$ cat src/rtl/bit_serial_alu_seq_if.sv
// Request/response bundle for bit_serial_alu_seq.
//   start, op, opa, opb        : request, driven by the master
//   busy, done, result, carry,
//   ovf, err                   : status and result, driven by the ALU (slave)
interface bit_serial_alu_seq_if #(
  parameter int unsigned WIDTH = 16
) ();
  logic             start;
  logic [2:0]       op;
  logic [WIDTH-1:0] opa;
  logic [WIDTH-1:0] opb;
  logic             busy;
  logic             done;
  logic [WIDTH-1:0] result;
  logic             carry;
  logic             ovf;
  logic             err;

  modport master (
    output start, op, opa, opb,
    input  busy, done, result, carry, ovf, err
  );

  modport slave (
    input  start, op, opa, opb,
    output busy, done, result, carry, ovf, err
  );
endinterface

$ cat src/rtl/bit_serial_alu_seq.sv
// Bit-serial ALU sequencer driving an external 1-bit ALU slice, LSB first.
//   clk, rst_n          : clock (rising edge), asynchronous active-low reset
//   bus                 : request/result bundle (slave side)
//   s_a, s_b, s_cin,
//   s_binvert, s_less,
//   s_aluctrl           : drive to the slice (all zero outside RUN/SLT2)
//   s_rez, s_cout       : combinational slice result and carry-out
// SLT takes two passes: a subtract pass to find the sign, then a LESS pass
// that writes the comparison bit into result bit 0.
module bit_serial_alu_seq #(
  parameter int unsigned WIDTH = 16
) (
  input  logic                 clk,
  input  logic                 rst_n,
  bit_serial_alu_seq_if.slave  bus,
  output logic                 s_a,
  output logic                 s_b,
  output logic                 s_cin,
  output logic                 s_binvert,
  output logic                 s_less,
  output logic [2:0]           s_aluctrl,
  input  logic                 s_rez,
  input  logic                 s_cout
);

  localparam int unsigned IdxW = $clog2(WIDTH);
  localparam logic [IdxW-1:0] LastIdx = IdxW'(WIDTH - 1);

  localparam logic [2:0] OpAnd = 3'b000;
  localparam logic [2:0] OpOr  = 3'b001;
  localparam logic [2:0] OpAdd = 3'b010;
  localparam logic [2:0] OpSub = 3'b011;
  localparam logic [2:0] OpXor = 3'b100;
  localparam logic [2:0] OpSlt = 3'b101;

  localparam logic [2:0] CtrlAnd  = 3'd0;
  localparam logic [2:0] CtrlOr   = 3'd1;
  localparam logic [2:0] CtrlAdd  = 3'd2;
  localparam logic [2:0] CtrlXor  = 3'd3;
  localparam logic [2:0] CtrlLess = 3'd5;

  typedef enum logic [1:0] {StIdle, StRun, StSlt2, StFin} state_e;

  state_e           state_q;
  logic [2:0]       op_q;
  logic [WIDTH-1:0] a_q;
  logic [WIDTH-1:0] b_q;
  logic [IdxW-1:0]  idx_q;
  logic             cin_q;
  logic             set_q;
  logic [WIDTH-1:0] result_q;
  logic             carry_q;
  logic             ovf_q;
  logic             err_q;
  logic             busy_q;
  logic             done_q;

  logic op_legal;
  logic op_negb;
  logic op_addsub;
  logic run_ovf;

  assign op_legal  = (bus.op <= OpSlt);
  assign op_negb   = (op_q == OpSub) || (op_q == OpSlt);
  assign op_addsub = (op_q == OpAdd) || (op_q == OpSub);
  // Overflow of the MSB stage: carry into bit 15 differs from carry out.
  assign run_ovf   = cin_q ^ s_cout;

  always_ff @(posedge clk or negedge rst_n) begin
    if (!rst_n) begin
      state_q  <= StIdle;
      op_q     <= '0;
      a_q      <= '0;
      b_q      <= '0;
      idx_q    <= '0;
      cin_q    <= 1'b0;
      set_q    <= 1'b0;
      result_q <= '0;
      carry_q  <= 1'b0;
      ovf_q    <= 1'b0;
      err_q    <= 1'b0;
      busy_q   <= 1'b0;
      done_q   <= 1'b0;
    end else begin
      done_q <= 1'b0;
      unique case (state_q)
        StIdle: begin
          if (bus.start) begin
            op_q     <= bus.op;
            a_q      <= bus.opa;
            b_q      <= bus.opb;
            idx_q    <= '0;
            set_q    <= 1'b0;
            result_q <= '0;
            carry_q  <= 1'b0;
            ovf_q    <= 1'b0;
            busy_q   <= 1'b1;
            if (op_legal) begin
              state_q <= StRun;
              err_q   <= 1'b0;
              cin_q   <= (bus.op == OpSub) || (bus.op == OpSlt);
            end else begin
              state_q <= StFin;
              err_q   <= 1'b1;
              cin_q   <= 1'b0;
              done_q  <= 1'b1;
            end
          end
        end
        StRun, StSlt2: begin
          result_q[idx_q] <= s_rez;
          cin_q           <= s_cout;
          idx_q           <= idx_q + 1'b1;
          // Rotate so the operands are intact again for the SLT second pass.
          a_q             <= {a_q[0], a_q[WIDTH-1:1]};
          b_q             <= {b_q[0], b_q[WIDTH-1:1]};
          if (idx_q == LastIdx) begin
            if (state_q == StRun && op_q == OpSlt) begin
              set_q   <= s_rez ^ run_ovf;
              state_q <= StSlt2;
            end else begin
              if (state_q == StRun && op_addsub) begin
                carry_q <= s_cout;
                ovf_q   <= run_ovf;
              end
              state_q <= StFin;
              done_q  <= 1'b1;
            end
          end
        end
        StFin: begin
          state_q <= StIdle;
          busy_q  <= 1'b0;
        end
        default: state_q <= StIdle;
      endcase
    end
  end

  always_comb begin
    s_a       = 1'b0;
    s_b       = 1'b0;
    s_cin     = 1'b0;
    s_binvert = 1'b0;
    s_less    = 1'b0;
    s_aluctrl = CtrlAnd;
    unique case (state_q)
      StRun: begin
        s_a       = a_q[0];
        s_b       = b_q[0];
        s_cin     = cin_q;
        s_binvert = op_negb;
        case (op_q)
          OpAnd:   s_aluctrl = CtrlAnd;
          OpOr:    s_aluctrl = CtrlOr;
          OpXor:   s_aluctrl = CtrlXor;
          default: s_aluctrl = CtrlAdd;
        endcase
      end
      StSlt2: begin
        s_a       = a_q[0];
        s_b       = b_q[0];
        s_aluctrl = CtrlLess;
        s_less    = set_q && (idx_q == '0);
      end
      default: ;
    endcase
  end

  assign bus.busy   = busy_q;
  assign bus.done   = done_q;
  assign bus.result = result_q;
  assign bus.carry  = carry_q;
  assign bus.ovf    = ovf_q;
  assign bus.err    = err_q;

endmodule

$ cat src/flat_wrapper.sv
// flat-port wrapper written by rule: the top's interface ports become plain ports
module bit_serial_alu_seq_flat 
#(
  parameter int unsigned WIDTH = 16
)
  (clk, rst_n, s_a, s_b, s_cin, s_binvert, s_less, s_aluctrl, s_rez, s_cout, bus_start, bus_op, bus_opa, bus_opb, bus_busy, bus_done, bus_result, bus_carry, bus_ovf, bus_err);
  bit_serial_alu_seq_if #(.WIDTH(WIDTH)) bus_i ();
  input  logic clk;
  input  logic rst_n;
  output logic s_a;
  output logic s_b;
  output logic s_cin;
  output logic s_binvert;
  output logic s_less;
  output logic [2:0] s_aluctrl;
  input  logic s_rez;
  input  logic s_cout;
  input wire logic [$bits(bus_i.start)-1:0] bus_start;
  input wire logic [$bits(bus_i.op)-1:0] bus_op;
  input wire logic [$bits(bus_i.opa)-1:0] bus_opa;
  input wire logic [$bits(bus_i.opb)-1:0] bus_opb;
  output wire logic [$bits(bus_i.busy)-1:0] bus_busy;
  output wire logic [$bits(bus_i.done)-1:0] bus_done;
  output wire logic [$bits(bus_i.result)-1:0] bus_result;
  output wire logic [$bits(bus_i.carry)-1:0] bus_carry;
  output wire logic [$bits(bus_i.ovf)-1:0] bus_ovf;
  output wire logic [$bits(bus_i.err)-1:0] bus_err;
  assign bus_i.start = bus_start;
  assign bus_i.op = bus_op;
  assign bus_i.opa = bus_opa;
  assign bus_i.opb = bus_opb;
  assign bus_busy = bus_i.busy;
  assign bus_done = bus_i.done;
  assign bus_result = bus_i.result;
  assign bus_carry = bus_i.carry;
  assign bus_ovf = bus_i.ovf;
  assign bus_err = bus_i.err;
  bit_serial_alu_seq #(.WIDTH(WIDTH)) u_core (.clk(clk), .rst_n(rst_n), .bus(bus_i), .s_a(s_a), .s_b(s_b), .s_cin(s_cin), .s_binvert(s_binvert), .s_less(s_less), .s_aluctrl(s_aluctrl), .s_rez(s_rez), .s_cout(s_cout));
endmodule
$ cat config.mk
export PLATFORM = sky130hd
export DESIGN_NAME = bit_serial_alu_seq_flat
export DESIGN_NICKNAME = d
export VERILOG_FILES = /design/src/rtl/bit_serial_alu_seq_if.sv /design/src/rtl/bit_serial_alu_seq.sv /design/src/flat_wrapper.sv
export SDC_FILE = /design/constraint.sdc
export NUM_CORES = 1
export LEC_CHECK = 0
export BUFFER_PORTS_ARGS = -buffer_cell sky130_fd_sc_hd__buf_2
export CAP_MARGIN = 20
export CORE_MARGIN = 8
export CORE_UTILIZATION = 50
export DETAILED_ROUTE_END_ITERATION = 8
export PLACE_DENSITY_LB_ADDON = 0.05
export RECOVER_POWER = 50
export SYNTH_ARGS = -nofsm -noshare
export SYNTH_HDL_FRONTEND = slang
export SYNTH_SLANG_ARGS = --single-unit
$ cat constraint.sdc
create_clock -name clk -period 3.52 [get_ports clk]
set_input_delay 0.176 -clock clk [delete_from_list [all_inputs] [get_ports clk]]
set_output_delay 0.176 -clock clk [all_outputs]
set_load 0.03 [all_outputs]
==> results of run 1 <==
## cell families (layout without fill, tap and decap cells)
kind of cell	Yosys count	in the layout	share of synthesized area
flip-flops	64	64	0.4917
buffers and inverters	26	95	0.03381
XOR/XNOR	5	5	0.01345
adder cells (fa/ha/maj)	11	11	0.04226
AO/OA/AOI/OAI	74	74	0.1206
AND/OR/NAND/NOR	107	107	0.1464
multiplexers	49	49	0.1517
## power by group through the flow
| stage | sequential, mW | combinational, mW | clock (mW) |
|---|---|---|---|
| floorplan | 1.29 | 1.29 | 0 |
| global route | 1.28 | 1.90 | 0.693 |
| finish | 1.24 | 1.68 | 0.648 |
| CTS | 1.24 | 1.72 | 0.667 |
| detailed placement | 1.25 | 1.72 | 0 |
| global placement | 1.24 | 1.68 | 0 |
## what timing repair did
item / CTS / global route
hold endpoints to repair: 33 / 0
setup endpoints to repair: 0 / 0
hold buffers: 1 / 0
resized for setup: 0 / 0
## final timing paths
| check | start | end | slack [ns] | cells after the start |
|---|---|---|---|---|
| worst max-delay path | u_core.state_q[1] | s_a | 0.98 | 5 |
| worst min-delay path | bus_op[0] | u_core.op_q[0] | 0.11 | 2 |
| worst max register to register | u_core.state_q[0] | u_core.idx_q[2] | 1.10 | 6 |
| worst min register to register | u_core.bus.err | u_core.bus.err | 0.48 | 2 |
| max in group asynchronous | rst_n | u_core.b_q[10] | 1.23 | 3 |
| min in group asynchronous | rst_n | u_core.op_q[1] | 0.99 | 2 |
## metal layers
metal	up-vias	share of wire	global-route usage
met2	63	0.43	0.2417
met5	-	0	0
met1	1146	0.49	0.1894
met4	0	0.019	0.07101
met3	12	0.055	0.04908
li1	1276	-	-
## registers in the layout, indices dropped and copies added (netlist names)
register and cells:
u_core.bus.busy 1, u_core.a_q 16, u_core.b_q 16, u_core.cin_q 1, u_core.bus.result 16, u_core.bus.ovf 1, u_core.bus.err 1, u_core.state_q 2
u_core.set_q 1, u_core.bus.carry 1, u_core.op_q 3, u_core.idx_q 4, u_core.bus.done 1
## critical path, cell delays in order (launching register included)
cell	delay, ns
dfrtp_1	0.42
inv_1	0.11
ha_2	0.62
buf_4	0.46
and2_1	0.22
buf_2	0.20
## metrics by stage
step,util,cell area [um^2]
2_1_floorplan,-,3257
6_report,0.6042,3815
3_5_place_dp,0.5757,3635
4_1_cts,0.6100,3851
5_1_grt,0.6042,3815
3_3_place_gp,0.5757,3635
## final cells by class
| type | count | area, um^2 |
|---|---|---|
| well taps | 77 | 96.34 |
| multi-input cells | 246 | 1540 |
| fillers | 584 | 2499 |
| flip-flops and latches | 64 | 1602 |
| clock buffers | 11 | 151.4 |
| repair buffers | 72 | 344.1 |
| inverters | 7 | 26.28 |
| clock inverters | 5 | 55.05 |
## cell usage after synthesis, drive strengths merged (2+ instances only)
| cell | n |
|---|---|
| or4 | 2 |
| nand3 | 10 |
| o21ai | 60 |
| ha | 11 |
| a21oi | 6 |
| clkbuf | 14 |
| xnor2 | 2 |
| nor2b | 4 |
| buf | 5 |
| nand2 | 74 |
| nor2 | 4 |
| dfrtp | 64 |
| a22o | 2 |
| mux2i | 46 |
| inv | 7 |
| and2 | 5 |
| mux2 | 3 |
| a31oi | 3 |
| xor2 | 3 |
| nand2b | 2 |
==> results.yml, run 1 <==
yosys:
  syn_area_um2: 3257
  syn_inst: 336
  synth_seq_cells: 64
  synthFlopType: "dfrtp_1"
  synth_top_area_cell: "dfrtp_1"
  synth-async-reset-ratio: 1.000
  seq_area_frac_synth: 0.4917
  synth_top_area_share: 0.4917
  synth_edf_count: 0
  ys_types: 32
  synth_area_leaders: "dfrtp_1 49%, mux2i_1 14%, o21ai_0 9.1%, nand2_1 8.5%, ha_1 4.2%"
  syn_nets: 387
  avgSynthCellArea_um2: 9.693
  yosys_warnings: 0
placed_design:
  gp_congestion: 0.7369
  pre_cts_ws_ns: 1.264
  dp_cells: 465
  portBuffers: 68
  place_hpwl_um: 4854
clock_tree:
  clk_latency_ns: 0.33
  cts.root.buffer_cell: "clkbuf_8"
  clkTransAtPathRegs_ns: 0.07
  clockBufferDepth: 2
  h-tree-depth: 3
  clkSinkCount: 64
  cts_setup_buffers: 0
  tritoncts: "yes"
  cts_buffers: 9
run_status:
  outcome: "complete, but fails checks"
  violations: "capacitance limit, slew limit"
finish:
  final_nets: 451
  final_cell_mix: "74 x nand2_1, 64 x dfrtp_1, 59 x o21ai_0, 46 x mux2i_1, 45 x buf_2"
  antenna_cells: 0
  area_delta_synth_final_pct: 17.13
  final_cells: 482
  layout_commonest_cell: "nand2_1"
  drive_above_1_share: 0.1728
route:
  totalWireLength_um: 7047
  avgRoutedWirePerCell_um: 14.62
  drt_iter0_drc: 106
  drtPass1Iterations: 4
  via_per_inst: 5.180
  vias: 2497
  ant_nets: 0
  drc: 0
die:
  die_w_um: 96.71
  die_h_um: 96.71
  ios: 69
  start_util: 0.5159
  fp-row-count: 29
  die_area_um2: 9352
  core_um2: 6314
power:
  pwr-share-clk: 0.182
  p_sw_frac: 0.4350
  p_leak_nw: 1.885
  intPower_mw: 2.017
  power_density_nw_per_um2: 935.6
  comb_power_share: 0.470
  p_sw_mw: 1.553
  p_seq_frac: 0.349
  power_mw: 3.569
  peakVddDrop_mv: 0.4897
worst_setup_path:
  startpoint_type: "flop"
  required_ns: 3.34
  path_class: "flop to output port"
  crit_path_end_kind: "output port"
  worst-path-max-fanout: 28
  arrival_ns: 2.37
timing:
  worst_clock_skew_ns: 0.007665
  hold_viol: 0
  fmax_mhz: 393.4
  period_minus_slack_ns: 2.542
  finalCritPeriodShare: 0.7221
  slew_violations: 39
  slew_headroom: -0.4034
  whs_ns: 0.1105
  grt_setup_unrepaired: "no"
  fin_ws_ns: 0.9784
  setup_violations: 0
  worst_slew_pin_slew_ns: 2.105
  setup-tns-final_ns: 0
grt:
  antenna_found_initial: 0
  overflow: 0
  grt_max_degree: 96
  grt_pass1_wl_um: 12130
  gr-usage-all-layers: 0.1546
  grt_pass1_vias: 2629
run:
  drv_cap: 1
min_path:
  hold_path.class: "primary input to flop"
No activity file was read; power rests on OpenSTA's default activity.
==> run 2: changes to the inputs <==
--- a/config.mk
+++ b/config.mk
@@ -5,6 +5,7 @@
 export SDC_FILE = /design/constraint.sdc
 export NUM_CORES = 1
 export LEC_CHECK = 0
+export ABC_AREA = 1
 export BUFFER_PORTS_ARGS = -buffer_cell sky130_fd_sc_hd__buf_2
 export CAP_MARGIN = 20
 export CORE_MARGIN = 8
==> constraint.sdc (replaced) <==
create_clock -name clk -period 2.5 [get_ports clk]
set_input_delay 0.125 -clock clk [delete_from_list [all_inputs] [get_ports clk]]
set_output_delay 0.125 -clock clk [all_outputs]
set_load 0.03 [all_outputs]
==> results.yml, run 2 <==
yosys:
  synth-async-reset-ratio: 1.000
  syn_area_um2: 3319
  synth-xor-area-share: 0.002639
  synth-adder-area-share: 0.04146
  synth_edf_count: 0
  synth_area_leaders: "dfrtp_1 48%, nand2_1 16%, nor2_1 6.3%, a31oi_1 5.7%, o21ai_0 4.2%"
  ys_types: 22
  synth_top_area_share: 0.4825
  seq_area_frac_synth: 0.4825
  syn_inst: 435
  yosys_warnings: 0
  yosysMostFrequentCell: "nand2_1"
  synth-compound-area-share: 0.1308
  synth.area.mux_share: 0
  synth_top_area_cell: "dfrtp_1"
  synthFlopType: "dfrtp_1"
  ys_top_cells_by_count: "138 x nand2_1, 64 x dfrtp_1, 56 x nor2_1"
  synth_simple_gate_area_share: 0.2650
  synth_top_family_by_area: "simple AND/OR/NAND/NOR gates"
  avgSynthCellArea_um2: 7.631
  synth_seq_cells: 64
  syn_nets: 486
clock_tree:
  clkSinkCount: 64
  cts_setup_buffers: 0
  clk_latency_ns: 0.32
  cts.root.buffer_cell: "clkbuf_8"
  h-tree-depth: 3
  post_cts_resized: 0
  cts_buffers: 9
  tritoncts: "yes"
  clockBufferDepth: 2
  cts_hold_buf: 1
  clkTransAtPathRegs_ns: 0.07
route:
  drtPass1Iterations: 4
  ant_nets: 0
  drt_iter0_drc: 122
  vias: 2984
  avgRoutedWirePerCell_um: 13.40
  via_per_inst: 5.136
  drc: 0
  totalWireLength_um: 7785
timing:
  setup-tns-final_ns: 0
  whs_ns: 0.02248
  period_minus_slack_ns: 2.127
  worst_clock_skew_ns: 0.009461
  setup_violations: 0
  slew_violations: 0
  slew_headroom: 0.2712
  fmax_mhz: 470.2
  finalCritPeriodShare: 0.8507
  worst_slew_pin_slew_ns: 1.093
  grt_setup_unrepaired: "no"
  hold_viol: 0
placed_design:
  portBuffers: 68
  place_hpwl_um: 5555
  gp_congestion: 0.7974
power:
  p_leak_nw: 1.927
  intPower_mw: 2.763
  pwr-share-clk: 0.148
  power_density_nw_per_um2: 1375
  peakVddDrop_mv: 0.6530
  p_sw_mw: 2.541
  p_seq_frac: 0.323
  p_sw_frac: 0.4791
  power_mw: 5.304
  comb_power_share: 0.529
worst_setup_path:
  crit_path_end_kind: "output port"
  worst-r2r-cell-count: 7
  startpoint_type: "flop"
  r2r-end: "u_core.state_q[0]"
  ff2ff_setup_slack_ns: 0.57
  required_ns: 2.38
  path_class: "flop to output port"
  worst-path-max-fanout: 44
  r2r-start: "u_core.state_q[1]"
  arrival_ns: 2.00
die:
  die_area_um2: 9502
  ios: 69
  start_util: 0.5198
  core_um2: 6386
  die_h_um: 97.48
  die_w_um: 97.48
  fp-row-count: 29
finish:
  final_cell_mix: "138 x nand2_1, 64 x dfrtp_1, 56 x nor2_1, 46 x buf_2, 37 x inv_1"
  area_delta_synth_final_pct: 16.21
  fill_cells: 621
  antenna_cells: 0
  final_nets: 551
  layout_commonest_cell: "nand2_1"
  drive_above_1_share: 0.1409
grt:
  gr-usage-all-layers: 0.1654
  overflow: 0
  grt_max_degree: 45
  antenna_found_initial: 0
  grt_pass1_vias: 2869
  grt_pass1_wl_um: 13350
min_path:
  min_from: "bus_op[0]"
  hold_end: "u_core.op_q[0]"
  whs_path_depth: 3
  hold_path.class: "primary input to flop"
run:
  drv_cap: 0
run_status:
  outcome: "finished, final reports clean"
==> run 2: cell types whose count changed after synthesis, moves of 27 or more <==
cell	delta
nand2_1	+64
nor2_1	+52
mux2i_1	-46
o21ai_0	-31
inv_1	+30
a31oi_1	+27
==> run 2: metrics by stage <==
step / setup WS, ns / std cells / utilization / cell area, um^2
floorplan: 0.4766 / 435 / - / 3319
global placement: 0.6456 / 564 / 0.5799 / 3704
detailed placement: 0.5765 / 564 / 0.5799 / 3704
CTS: 0.3442 / 580 / 0.6085 / 3886
global route: 0.1174 / 581 / 0.6040 / 3857
finish: 0.3733 / 581 / 0.6040 / 3857
==> run 2: metal layers <==
| metal | track usage | vias to the layer above | part of all wire |
|---|---|---|---|
| li1 | - | 1536 | - |
| met1 | 0.2193 | 1375 | 0.49 |
| met2 | 0.2504 | 71 | 0.44 |
| met3 | 0.04481 | 2 | 0.060 |
| met4 | 0.06177 | 0 | 0.0049 |
| met5 | 0 | - | 0 |
==> run 2: kinds of logic after synthesis <==
family | Yosys count
flip-flops | 64
adder cells (fa/ha/maj) | 11
AO/OA/AOI/OAI | 76
buffers and inverters | 62
XOR/XNOR | 1
AND/OR/NAND/NOR | 221
==> run 2: how the worst max path moves through the flow <==
stage | startpoint | to | slack (ns) | cells after the start
floorplan | u_core.state_q[0] | s_aluctrl[1] | 0.48 | 6
global placement | u_core.state_q[1] | u_core.state_q[0] | 0.65 | 7
detailed placement | u_core.state_q[1] | u_core.state_q[0] | 0.58 | 7
CTS | u_core.state_q[1] | s_b | 0.34 | 6
global route | rst_n | u_core.b_q[15] | 0.12 | 4
finish | u_core.state_q[1] | s_b | 0.37 | 6
==> run 2: final cells by class <==
cell class	count	area [um^2]	share of cell area
sequential	64	1602	0.4152
multi-input combinational	309	1463	0.3792
timing repair buffer	78	381.6	0.09893
clock buffer	12	155.1	0.04022
inverter	38	142.6	0.03698
tap	77	96.34	0.02498
clock inverter	3	17.52	0.004541
==> run 2: critical path, stage by stage, from the launching register on <==
cell	delay, ns
dfrtp_1	0.41
inv_1	0.12
ha_2	0.36
buf_4	0.39
nand2_1	0.10
inv_1	0.09
buf_2	0.20
==> run 2: power by group through the flow <==
stage	Clock [mW]	Combinational, mW	Sequential, mW
after global routing	0.839	3.20	1.77
final	0.785	2.81	1.71
after global placement	0	2.80	1.71
after detailed placement	0	2.83	1.73
after CTS	0.806	2.85	1.71
after floorplan	0	2.16	1.76
==> run 3: changes to the inputs <==
--- a/config.mk
+++ b/config.mk
@@ -13,6 +13,7 @@
 export DETAILED_ROUTE_END_ITERATION = 8
 export PLACE_DENSITY_LB_ADDON = 0.05
 export RECOVER_POWER = 50
+export REMOVE_ABC_BUFFERS = 1
 export SYNTH_ARGS = -nofsm -noshare
 export SYNTH_HDL_FRONTEND = slang
 export SYNTH_SLANG_ARGS = --single-unit
==> results.yml, run 3 (synthesis gave the netlist of run 2 again) <==
timing:
  worst_clock_skew_ns: 0.01087
  slew_violations: 34
  grt_setup_unrepaired: "no"
  hold_viol: 0
  slew_headroom: -0.2068
  period_minus_slack_ns: 2.144
  setup_violations: 0
  finalCritPeriodShare: 0.8577
  fin_ws_ns: 0.3558
  fmax_mhz: 466.4
  worst_slew_pin_slew_ns: 1.810
placed_design:
  gp_congestion: 0.8093
  pre_cts_ws_ns: 0.6082
  place_hpwl_um: 5382
  dp_cells: 563
  portBuffers: 68
  post_dp_cell_area_um2: 3709
worst_setup_path:
  ff2ff_setup_slack_ns: 0.61
  arrival_ns: 2.02
  required_ns: 2.38
  path_class: "flop to output port"
  crit_path_end_kind: "output port"
  startpoint_type: "flop"
  worst-path-max-fanout: 27
route:
  via_per_inst: 5.040
  ant_nets: 0
  drtPass1Iterations: 5
  drt_iter0_drc: 137
  avgRoutedWirePerCell_um: 13.17
  totalWireLength_um: 7641
  drc: 0
  vias: 2923
run_status:
  violations: "capacitance limit, slew limit"
  outcome: "complete, but fails checks"
grt:
  overflow: 0
  gr-usage-all-layers: 0.1648
  grt_max_degree: 61
  antenna_found_initial: 0
  grt_pass1_vias: 2934
  grt_pass1_wl_um: 13320
finish:
  final_cell_mix: "138 x nand2_1, 64 x dfrtp_1, 56 x nor2_1, 46 x buf_2, 37 x inv_1"
  drive_above_1_share: 0.1412
  final_cells: 580
  area_delta_synth_final_pct: 17.79
  layout_commonest_cell: "nand2_1"
  final_area_um2: 3910
  final_nets: 549
  antenna_cells: 0
min_path:
  hold_path.class: "primary input to flop"
clock_tree:
  clkTransAtPathRegs_ns: 0.08
  clockBufferDepth: 2
  h-tree-depth: 3
  post_cts_resized: 0
  clk_latency_ns: 0.34
  cts.root.buffer_cell: "clkbuf_8"
  tritoncts: "yes"
  clkSinkCount: 64
  cts_buffers: 9
die:
  core_um2: 6386
  die_area_um2: 9502
  die_h_um: 97.48
  ios: 69
  die_w_um: 97.48
  fp-row-count: 29
  start_util: 0.5198
power:
  p_leak_nw: 1.944
  power_density_nw_per_um2: 1414
  peakVddDrop_mv: 1.489
run:
  drv_cap: 1
-- run 3: worst paths after layout --
kind | start | to | depth (start not counted)
setup / recovery | u_core.state_q[1] | s_aluctrl[1] | 5
hold / removal | bus_opb[6] | u_core.b_q[6] | 3
setup reg to reg | u_core.state_q[0] | u_core.bus.result[10] | 7
hold reg to reg | u_core.bus.result[6] | u_core.bus.result[6] | 2
max in group asynchronous | rst_n | u_core.a_q[14] | 3
min in group asynchronous | rst_n | u_core.bus.result[5] | 2
-- run 3: metal layers --
layer	track usage	wire, um
met5	0	0
met4	0.06294	120
met2	0.2561	3434
met1	0.2119	3700
met3	0.04552	385
-- run 3: critical path: stages, from the launching register on --
cell and delay, ns:
dfrtp_1 0.42, inv_1 0.12, ha_2 0.38, inv_2 0.20, a211oi_1 0.31, buf_2 0.25
-- run 3: repair_timing --
action                    in CTS  in global routing
hold endpoints to repair      31                  0
hold buffers                   1                  0
setup buffers                  0                  0
-- run 3: final cells by class --
type | count | area, um^2
Clock buffer | 11 | 141.4
Clock inverter | 5 | 80.08
Fill cell | 627 | 2476
Inverter | 38 | 142.6
Multi-Input combinational cell | 309 | 1463
Sequential cell | 64 | 1602
Tap cell | 77 | 96.34
Timing Repair Buffer | 76 | 385.4
-- run 3: per-stage QoR --
| stage | setup TNS (ns) | utilization | hold WS (ns) | total power, mW |
|---|---|---|---|---|
| 2_1_floorplan | -4.121 | - | -0.1706 | 3.758 |
| 3_3_place_gp | 0 | 0.5807 | 0.2396 | 4.536 |
| 3_5_place_dp | 0 | 0.5807 | 0.2416 | 4.581 |
| 4_1_cts | 0 | 0.6170 | 0.02163 | 5.603 |
| 5_1_grt | 0 | 0.6123 | 0.02834 | 6.051 |
| 6_report | 0 | 0.6123 | 0.02945 | 5.529 |
-- run 3: report_power, final --
| group | total, mW | leakage, nW | internal [mW] | switching [mW] |
|---|---|---|---|---|
| clock | 1.01 | 0.106 | 0.588 | 0.420 |
| sequential | 1.70 | 0.797 | 1.46 | 0.235 |
| combinational | 2.82 | 1.04 | 0.914 | 1.91 |
| total | 5.53 | 1.94 | 2.96 | 2.56 |
